$ cat src/rtl/pwm_gen_multi.sv
// Multi-channel PWM generator: shared prescaler and period counter, N_CH compare channels with polarity.
// Optional macro PWM_SHADOW_EN double-buffers period/compare/polarity so they change only at period wrap.
module pwm_gen_multi #(
    parameter int N_CH  = 8,
    parameter int CNT_W = 8,
    parameter int PRE_W = 16
) (
    input  logic                  clk_i,
    input  logic                  rst_i,
    input  logic                  en_i,
    input  logic [PRE_W-1:0]      prescale_i,
    input  logic [CNT_W-1:0]      period_i,
    input  logic [N_CH*CNT_W-1:0] comp_i,
    input  logic [N_CH-1:0]       pol_i,
    output logic [N_CH-1:0]       pwm_o,
    output logic                  cycle_o,
    output logic [CNT_W-1:0]      cnt_o
);

    logic [PRE_W-1:0] pre_cnt_reg;
    logic [CNT_W-1:0] cnt_reg;
    logic [N_CH-1:0]  pwm_reg;
    logic [N_CH-1:0]  pwm_next;
    logic             cycle_reg;
    logic             tick;
    logic             wrap;

    logic [CNT_W-1:0] period_eff;
    logic [CNT_W-1:0] comp_eff [N_CH];
    logic [N_CH-1:0]  pol_eff;

`ifdef PWM_SHADOW_EN
    logic [CNT_W-1:0] period_sh_reg;
    logic [CNT_W-1:0] comp_sh_reg [N_CH];
    logic [N_CH-1:0]  pol_sh_reg;
    logic             load_sh;

    // While stopped the shadows track the inputs so a restart begins with current settings.
    assign load_sh = !en_i || (tick && wrap);

    always_ff @(posedge clk_i) begin
        if (rst_i) begin
            period_sh_reg <= '0;
            pol_sh_reg    <= '0;
            for (int ch = 0; ch < N_CH; ch++) begin
                comp_sh_reg[ch] <= '0;
            end
        end else if (load_sh) begin
            period_sh_reg <= period_i;
            pol_sh_reg    <= pol_i;
            for (int ch = 0; ch < N_CH; ch++) begin
                comp_sh_reg[ch] <= comp_i[ch*CNT_W +: CNT_W];
            end
        end
    end

    assign period_eff = period_sh_reg;
    assign pol_eff    = pol_sh_reg;

    for (genvar gi = 0; gi < N_CH; gi++) begin : g_comp_sh
        assign comp_eff[gi] = comp_sh_reg[gi];
    end
`else
    assign period_eff = period_i;
    assign pol_eff    = pol_i;

    for (genvar gi = 0; gi < N_CH; gi++) begin : g_comp_direct
        assign comp_eff[gi] = comp_i[gi*CNT_W +: CNT_W];
    end
`endif

    // >= so that lowering prescale/period below the running count forces an immediate tick/wrap.
    assign tick = (pre_cnt_reg >= prescale_i);
    assign wrap = (cnt_reg >= period_eff);

    for (genvar gi = 0; gi < N_CH; gi++) begin : g_cmp
        assign pwm_next[gi] = (cnt_reg < comp_eff[gi]) ^ pol_eff[gi];
    end

    always_ff @(posedge clk_i) begin
        if (rst_i) begin
            pre_cnt_reg <= '0;
            cnt_reg     <= '0;
            cycle_reg   <= 1'b0;
        end else if (!en_i) begin
            pre_cnt_reg <= '0;
            cnt_reg     <= '0;
            cycle_reg   <= 1'b0;
        end else begin
            cycle_reg <= 1'b0;
            if (tick) begin
                pre_cnt_reg <= '0;
                if (wrap) begin
                    cnt_reg   <= '0;
                    cycle_reg <= 1'b1;
                end else begin
                    cnt_reg <= cnt_reg + CNT_W'(1);
                end
            end else begin
                pre_cnt_reg <= pre_cnt_reg + PRE_W'(1);
            end
        end
    end

    always_ff @(posedge clk_i) begin
        if (rst_i) begin
            pwm_reg <= '0;
        end else if (!en_i) begin
            pwm_reg <= pol_i;
        end else begin
            pwm_reg <= pwm_next;
        end
    end

    assign pwm_o   = pwm_reg;
    assign cycle_o = cycle_reg;
    assign cnt_o   = cnt_reg;

endmodule
$ cat config.mk
export PLATFORM = sky130hd
export DESIGN_NAME = pwm_gen_multi
export DESIGN_NICKNAME = d
export VERILOG_FILES = /design/src/rtl/pwm_gen_multi.sv
export SDC_FILE = /design/constraint.sdc
export NUM_CORES = 1
export LEC_CHECK = 0
export ABC_AREA = 1
export CAP_MARGIN = 20
export CORE_ASPECT_RATIO = 0.8
export CORE_MARGIN = 3
export CORE_UTILIZATION = 48
export CTS_CLUSTER_DIAMETER = 120
export DETAILED_ROUTE_END_ITERATION = 10
export GPL_TIMING_DRIVEN = 0
export PLACE_DENSITY = 0.92
export SYNTH_ARGS = -nofsm -noshare
export SYNTH_HDL_FRONTEND = slang
export SYNTH_SLANG_ARGS = --single-unit
$ cat constraint.sdc
create_clock -name clk_i -period 2.2 [get_ports clk_i]
set_input_delay 0.22 -clock clk_i [delete_from_list [all_inputs] [get_ports clk_i]]
set_output_delay 0.22 -clock clk_i [all_outputs]
set_load 0.1 [all_outputs]
=== Yosys cells after proc, flatten, opt, wreduce, memory -nomap -nowiden ===
Cells that the tools add are included.

* $add $sub $neg: 2
* $mul: 0
* Divide/modulo/power cells: 0
* Order comparisons: 10
* Equal/unequal tests: 0
* Shift-type cells: 0
* Multiplexer cells: 3
* Bitwise gates (word level): 10
* Reductions and logical operators: 3

{| class="wikitable"
|+ Operators by type and width
! cell !! count
|-
| $lt A8 B8 Y1 || 8
|-
| $add A16 B1 Y16 const B || 1
|-
| $ge A16 B16 Y1 || 1
|-
| $mux W8 || 2
|-
| $add A8 B1 Y8 const B || 1
|-
| $ge A8 B8 Y1 || 1
|-
| $xor A1 B1 Y1 || 8
|-
| $reduce_or A3 Y1 || 2
|-
| $not A1 Y1 || 2
|-
| $reduce_or A2 Y1 || 1
|-
| $mux W1 || 1
|}

* Register bits after elaboration: 33
* Bits in latches: 0
* Bits in writable memories: 0
* Memory bits (read-only): 0
* Bits of input ports: 99
* Output and inout port bits: 17
* Memories: 0

=== Longest topological paths before layout ===
Gate-level depths: netlist of run 1.

* Depth in word-level cells: 3
* Mapped depth: 14

=== Worst setup path after synthesis of run 1 ===
Ideal clock, no wire load.

* Path type: flip-flop to flip-flop
* Start point: reg cnt_reg[5] (netlist: cnt_o[5])
* End point: reg cnt_reg[0] (netlist: cnt_o[0])
* Arrival: 2.211 ns
* Path slack: -0.082 ns
* Cell stages (with the launch flop): 9
* Path buffers: 0
* Clock period less this slack: 2.282 ns
* Cell sequence: dfxtp_1 ha_1 a21oi_1 nor2_1 nor2_1 nand2_1 nor2_1 nand2_1 a21oi_1

* Word-level cells in the longest chain between the ends: 2

{| class="wikitable"
|+ Ends and longest elaborated chain
! what !! line !! source
|-
| from (decl) || 21 || <nowiki>logic [CNT_W-1:0] cnt_reg;</nowiki>
|-
| from (signal assigned) || 97 || <nowiki>cnt_reg <= cnt_reg + CNT_W'(1);</nowiki>
|-
| $ge A8 B8 Y1 || 74 || <nowiki>assign wrap = (cnt_reg >= period_eff);</nowiki>
|-
| $mux W8 || 93 || <nowiki>if (wrap) begin</nowiki>
|}

Every way passes these cells.
A chain may end at the register's enable or synchronous reset.

=== Worst setup path in the final report of run 1 ===
* Start point: reg cnt_reg[0] (netlist: cnt_o[0])
* End point: out cnt_o[0]

{| class="wikitable"
|+ RTL lines
! what !! line !! source
|-
| to (decl) || 17 || <nowiki>output logic [CNT_W-1:0] cnt_o</nowiki>
|}

No word-level cell between the ends.

==> summary.md, run 1 <==
| Metric | Value |
|---|---|
| Core area | 7090 um^2 |
| Via count | approximately 3700 |
| Peak VDD IR | roughly 0.30 mV |
| # clock sinks | 33 |
| CP max stage delay | roughly 1.2 ns |
| Post-Layout Cell Count | around 740 |
| Arrival @ worst endpoint | about 1.8 ns |
| Hold depth | 5 |
| Area delta synth->final | 37.4% |
| Internal | roughly 1.2 mW |
| IO Count | 116 |
| Critical path required time | 1.98 ns |
| Power share of the combinational group | 0.283 |
| Post-synth top flop | dfxtp_1 |
| Sequential power share | 0.374 |
| Number of synthesized register bits | 33 |
| Final Critical Period | 2.06 ns |
| Post-DR vias/cell | 5.07 |
| Crit-path max FO | 6 |
| Run status | completed |
| Crit path buffers/inverters | 1 |
| Placed cells | 730 |
| CP Cell Sequence | clkdlybuf4s50_1 |
| Fill cell count | 556 |
| Synth top cells by count | 118 x nand2_1, 112 x inv_1, 82 x ha_1 |
| Initial Utilization | 0.508 |
| Clock latency at the later pin of the worst-skew pair | around 0.29 ns |
| N_diodes | 0 |
| Max cap viols | 0 |
| Worst R2R Path Depth | 8 |
| Leak | approximately 2.7 nW |
| Reg clk slew, reported paths | about 0.070 ns |
| Simple-gate area share of the yosys netlist | 0.262 |
| Clock Power Share | 0.343 |
| Avg Cell Area, Syn | a little under 7 um^2 |
| Mapped Area | roughly 3600 um^2 |
| Final Hold Viols | 0 |
| P per Cell Area | roughly 330 nW/um^2 |
| Worst r2r dst | cnt_o[0] |
| Worst R2R Setup Slack | between 0.2 and 0.3 ns |
| Setup TNS | 0 ns |
| Critical R2R Launch | cnt_o[6] |
| Rel. slew slack | 0.322 |
| Footprint of the multi-input gates | 2490 um^2 |
| Register area share after synthesis | 0.183 |
| NetSw | approximately 0.46 mW |
| Distinct cell type count after synthesis | 29 |
| CTS tree | built |
| Ys Warns | 0 |
| Share of the synthesized area in the top cell type | 0.285 |
| Row count | 27 |
| Area leader, netlist | ha_1 |
| Final critical-path share of the clock period | 0.934 |
| PortBufs | between 100 and 150 |
| Top-count cell post-synth | nand2_1 |
| Critical path class | reg -> out |
| Initial DRC Count | between 100 and 150 |
| Post-DP HPWL | roughly 8.4 mm |
| Largest cells by area after synthesis | ha_1 28%, dfxtp_1 18%, nand2_1 12% |
| Register area | 668 um^2 |
| Number of synthesized flops with an enable pin | 0 |
| Largest net degree at the start of global routing | 16 |
| Fraction of layout cells with a size suffix above 1 | 0.0708 |
| DIE HEIGHT | about 83 um |
| Number of iterations in the first detailed-routing pass | 4 |
| Root Buffer | clkbuf_8 |
| Area after DPL | approximately 4900 um^2 |
| Htree depth | 2 |
| Worst Hold Path EP | cycle_o |
| Startpoint Class | flip-flop |
| XOR/XNOR share of the synthesized area | 0.0365 |
| Synth Net Count | 710 |
| Slew Viols, Final | 0 |
| Post-Synth Adder-Cell Area | 0.285 |
| Grt total ovfl | 0 |
| Routed Antenna Nets | 0 |
| Hold Startpoint | en_i |
| FFs w/ async S/R, synth | 0 |
| Setup Skew | ~0.0088 ns |
| GRT Util Overall | 0.237 |
| Setup crit end kind | output port |
| Largest register FFs | 16 |
| Gpl congestion | approximately 0.84 |
| Post-synthesis mux area share | 0 |
| Main combinational cell family by area after synthesis | adder cells |
| Slowest-stage cell, CP | clkdlybuf4s50_1 |
| Remaining DRCs | 0 |
| Global-route wire length before repair | between 15 and 20 mm |
| Post-synthesis compound-gate area fraction | 0.109 |
| WL final | 10.2 mm |
| Hold crit path type | in -> reg |
| Delay-heaviest family, CP | buffers and inverters |
| Unrepaired setup endpoints after global routing | no |
| Hold WS | 0.430 ns |
| DIE AREA | between 8000 and 9000 um^2 |
| # setup viols final | 0 |
| Vias in the first global route | roughly 3700 |
| Initial antenna violation count | 0 |
| CTS Buf Count | 5 |
| Gate Count Post-Synth | between 500 and 600 |
| Final #Nets | about 830 |
| Max Clk Rate | 486 MHz |
| Slew at the pin with the worst max-slew slack | roughly 1 ns |
| Routed WL per cell | 13.9 um |
| Sw Share | 0.283 |
| Clock tree buffer depth | 2 |
| Die X | 103 um |
| Fin area | between 4000 and 5000 um^2 |
cells in the final DEF, fill, tap and decap left out, types with 5 or more instances in the layout:
cell type	Yosys	layout
nand2_1	118	118
inv_1	112	112
clkdlybuf4s50_1	0	107
ha_1	82	82
a21oi_1	48	48
nor2_1	46	46
dfxtp_1	33	27
nand3_1	17	17
nor2_2	12	12
o211a_1	8	8
xor2_1	8	8
xnor2_1	7	7
dfxtp_2	0	6
nand4_1	5	5
o21ai_1	5	5
clkbuf_8	0	5
dlygate4sd2_1	0	5
logic make-up (layout without fill, tap and decap cells):
family / Yosys count / in the layout
and+or+nand+nor: 214 / 214
buffers and inverters: 117 / 238
adders and majority gates: 82 / 82
AOI/OAI and AO/OA: 68 / 68
DFF: 33 / 33
xor gates and xnor gates: 15 / 15
worst reg2reg max path, cell delays in order (launching register included):
cell,delay (ns)
dfxtp_1,0.74
ha_1,0.36
nand2_1,0.09
nor2_1,0.05
nor2_1,0.08
nand2_1,0.18
nor2_1,0.16
nand2_1,0.07
a21oi_1,0.13
layer usage:
metal / vias to the layer above / share of wire / global-route usage
li1: 1915 / - / -
met5: - / 0 / 0
met2: 92 / 0.51 / 0.433
met4: 0 / 0.028 / 0.0812
met3: 22 / 0.049 / 0.0459
met1: 1706 / 0.42 / 0.270
layout make-up:
cell class | count | area share
multi-input cells | 379 | 0.504
repair buffers | 114 | 0.227
flip-flops and latches | 33 | 0.135
inverters | 115 | 0.0873
well taps | 87 | 0.0220
clock buffers | 5 | 0.0139
clock inverters | 2 | 0.00708
plain buffers | 2 | 0.00329
power by group through the flow:
stage	clock, mW	combinational (mW)	sequential [mW]
floorplan	0	0.154	0.703
global placement	0	0.444	0.627
detailed placement	0	0.464	0.627
CTS	0.571	0.467	0.614
global route	0.598	0.510	0.614
finish	0.563	0.465	0.614
what timing repair did:
action	in CTS	in global routing
setup endpoints to repair	7	2
setup buffers	0	0
hold buffers	0	0
pin swaps	0	0
resized for setup	8	3
through the flow:
stage	setup WS, ns	power (mW)	util
6_report	0.144	1.64	0.697
3_3_place_gp	-0.0417	1.07	0.685
4_1_cts	0.00126	1.65	0.698
5_1_grt	0.0743	1.72	0.697
2_1_floorplan	0.00429	0.857	-
3_5_place_dp	-0.0198	1.09	0.685
worst max path at each step:
stage          startpoint       end  slack, ns  depth (start not counted)
6_report         cnt_o[0]  cnt_o[0]       0.14                          1
5_1_grt          cnt_o[6]  cnt_o[1]       0.07                          8
4_1_cts          cnt_o[4]  cnt_o[4]      0.001                          1
3_5_place_dp     cnt_o[4]  cnt_o[4]      -0.02                          1
3_3_place_gp     cnt_o[4]  cnt_o[4]      -0.04                          1
2_1_floorplan    cnt_o[6]  cnt_o[0]      0.004                          8
Power figures use the tool's default switching activity.
==> run 2, diff against run 1 <==
ABC_AREA = default   (was 1)
CORE_MARGIN = default   (was 3)
CORE_UTILIZATION = 49   (was 48)
PLACE_DENSITY = 0.94   (was 0.92)
clock period = 2.5 ns   (was 2.2 ns; I/O delays follow)
==> summary.md, run 2 <==
| Metric | Value |
|---|---|
| Register area share after synthesis | 0.194 |
| Share of the synthesized area in the top cell type | 0.302 |
| FFs w/ async S/R, synth | 0 |
| Post-DP HPWL | 7.58 mm |
| DIE HEIGHT | roughly 77 um |
| Htree depth | 2 |
| Most common cell after layout, fill and taps aside | clkdlybuf4s50_1 |
| Hold Startpoint | rst_i |
| Slew at the pin with the worst max-slew slack | roughly 1.0 ns |
| Number of synthesized register bits | 33 |
| Power share of the combinational group | 0.302 |
| CTS Buf Count | 5 |
| Remaining DRCs | 0 |
| Setup TNS | 0 ns |
| Slew Viols, Final | 0 |
| Critical path class | in -> reg |
| NetSw | about 0.42 mW |
| Synth Net Count | a little over 600 |
| Leak | 2.60 nW |
| Die X | 95.2 um |
| Root Buffer | clkbuf_8 |
| Initial DRC Count | 179 |
| Largest net degree at the start of global routing | 15 |
| Synth top cells by count | 85 x inv_1, 82 x ha_1, 37 x nor2_1 |
| WL final | between 9 and 10 mm |
| Run status | completed |
| Routed WL per cell | about 15 um |
| Final Critical Period | between 2 and 2.5 ns |
| Sequential power share | 0.398 |
| # setup viols final | 0 |
| Reg clk slew, reported paths | ~0.070 ns |
| Worst r2r dst | pre_cnt_reg[7] |
| Vias in the first global route | around 3600 |
| Initial Utilization | 0.520 |
| Final Hold Viols | 0 |
| Mapped Area | roughly 3400 um^2 |
| Clock latency at the later pin of the worst-skew pair | around 0.28 ns |
| Worst Hold Path EP | pwm_o[2] |
| Avg Cell Area, Syn | 8.04 um^2 |
| Clock Power Share | 0.300 |
| Critical path required time | between 2 and 3 ns |
| IO Count | 116 |
| Hold crit path type | in -> reg |
| Number of iterations in the first detailed-routing pass | 5 |
| Area after DPL | between 4000 and 5000 um^2 |
| Max cap viols | 0 |
| Core area | ~6500 um^2 |
| CTS tree | built |
| N_diodes | 0 |
| Setup crit end kind | flip-flop |
| Hold depth | 2 |
| Routed Antenna Nets | 0 |
| Arrival @ worst endpoint | 2.61 ns |
| Global-route wire length before repair | 15.7 mm |
| Placed cells | around 620 |
| Final critical-path share of the clock period | 0.957 |
| Area leader, netlist | ha_1 |
| Sw Share | 0.307 |
| Gpl congestion | 0.835 |
| DIE AREA | ~7300 um^2 |
| Distinct cell type count after synthesis | 37 |
| Peak VDD IR | approximately 0.29 mV |
| Clock tree buffer depth | 2 |
| Critical R2R Launch | pre_cnt_reg[2] |
| Crit-path max FO | 10 |
| Most frequent cells in the layout | 114 x clkdlybuf4s50_1, 85 x inv_1, 82 x ha_1 |
| Post-DR vias/cell | about 5.4 |
| Rel. slew slack | 0.314 |
| Via count | 3374 |
| PortBufs | about 110 |
| Setup Skew | roughly 0.004 ns |
| P per Cell Area | ~280 nW/um^2 |
| Startpoint Class | input port |
| Post-CTS Setup Repair Bufs | 0 |
| Post-Layout Cell Count | between 600 and 700 |
| Internal | roughly 0.94 mW |
| Initial antenna violation count | 0 |
| Top-count cell post-synth | inv_1 |
| Gate Count Post-Synth | approximately 420 |
| Ys Warns | 0 |
| GRT Util Overall | 0.273 |
| Power Total | ~1.4 mW |
| Unrepaired setup endpoints after global routing | no |
| Max Clk Rate | 418 MHz |
| Final #Nets | between 700 and 800 |
| Fill cell count | 459 |
| Area delta synth->final | 40.2% |
| Worst R2R Path Depth | 8 |
| Largest register FFs | 16 |
| Fin area | 4770 um^2 |
| Row count | 26 |
| Fraction of layout cells with a size suffix above 1 | 0.0478 |
| # clock sinks | 33 |
| Post-synth top flop | dfxtp_1 |
| Worst R2R Setup Slack | roughly 0.15 ns |
| Largest cells by area after synthesis | ha_1 30%, dfxtp_1 19%, inv_1 9.4% |
| Grt total ovfl | 0 |
| Number of synthesized flops with an enable pin | 0 |
-- run 2: cell families (layout without fill, tap and decap cells) --
kind of cell | Yosys count | in the layout | synth area share
xor gates and xnor gates | 22 | 22 | 0.0566
buffers and inverters | 91 | 212 | 0.103
DFF | 33 | 33 | 0.194
and+or+nand+nor | 108 | 108 | 0.166
adders and majority gates | 82 | 82 | 0.302
AOI/OAI and AO/OA | 87 | 87 | 0.179
-- run 2: what timing repair did --
| item | CTS | global route |
|---|---|---|
| resized for setup | 2 | 4 |
| setup endpoints to repair | 2 | 14 |
| hold buffers | 0 | 0 |
-- run 2: cell type report --
class / count / area [um^2] / share of cell area
inverter: 85 / 319 / 0.0669
timing repair buffer: 114 / 1140 / 0.239
multi-input combinational: 299 / 2410 / 0.506
sequential: 33 / 673 / 0.141
buffer: 5 / 28.8 / 0.00604
clock buffer: 5 / 68.8 / 0.0144
clock inverter: 3 / 17.5 / 0.00367
tap: 84 / 105 / 0.0220
-- run 2: per-layer routing --
layer	GRT usage	vias up	share of wire
met5	0	-	0
met4	0.105	0	0.030
met3	0.0399	28	0.055
met2	0.511	128	0.51
met1	0.301	1544	0.40
li1	-	1674	-
-- run 2: worst max-delay path by stage --
stage,from,endpoint,slack (ns),cells past startpoint
final,prescale_i[2],pre_cnt_reg[7],0.11,10
after detailed placement,prescale_i[5],pre_cnt_reg[12],-0.22,10
after CTS,cnt_o[0],cnt_o[6],0.02,9
after global routing,prescale_i[2],pre_cnt_reg[8],0.009,10
after floorplan,cnt_o[0],cnt_o[6],0.03,9
after global placement,prescale_i[5],pre_cnt_reg[8],-0.05,10
-- run 2: per-stage QoR --
stage          hold WS, ns  utilization  setup WS [ns]
2_1_floorplan        0.395            -         0.0306
3_3_place_gp         0.460        0.713        -0.0486
3_5_place_dp         0.495        0.713         -0.216
4_1_cts              0.412        0.730         0.0229
5_1_grt              0.448        0.729        0.00900
6_report             0.408        0.729          0.108
-- run 2: power by group through the flow --
stage | Combinational, mW | Sequential [mW] | Clock (mW)
2_1_floorplan | 0.119 | 0.628 | 0
3_3_place_gp | 0.390 | 0.552 | 0
3_5_place_dp | 0.405 | 0.553 | 0
4_1_cts | 0.411 | 0.540 | 0.408
5_1_grt | 0.447 | 0.541 | 0.431
6_report | 0.411 | 0.540 | 0.407
-- run 2: worst max-delay path: stages --
cell	delay, ns
clkdlybuf4s50_1	0.46
inv_1	0.05
ha_1	0.31
a211o_1	0.29
a31oi_1	0.19
o221ai_2	0.15
a21oi_2	0.23
nand2_1	0.25
clkbuf_2	0.28
nor2_1	0.15
==> run 3, diff against run 2 <==
CAP_MARGIN = default   (was 20)
==> results of run 3 <==
The final DEF is identical to that of run 2; final timing and power are the same.
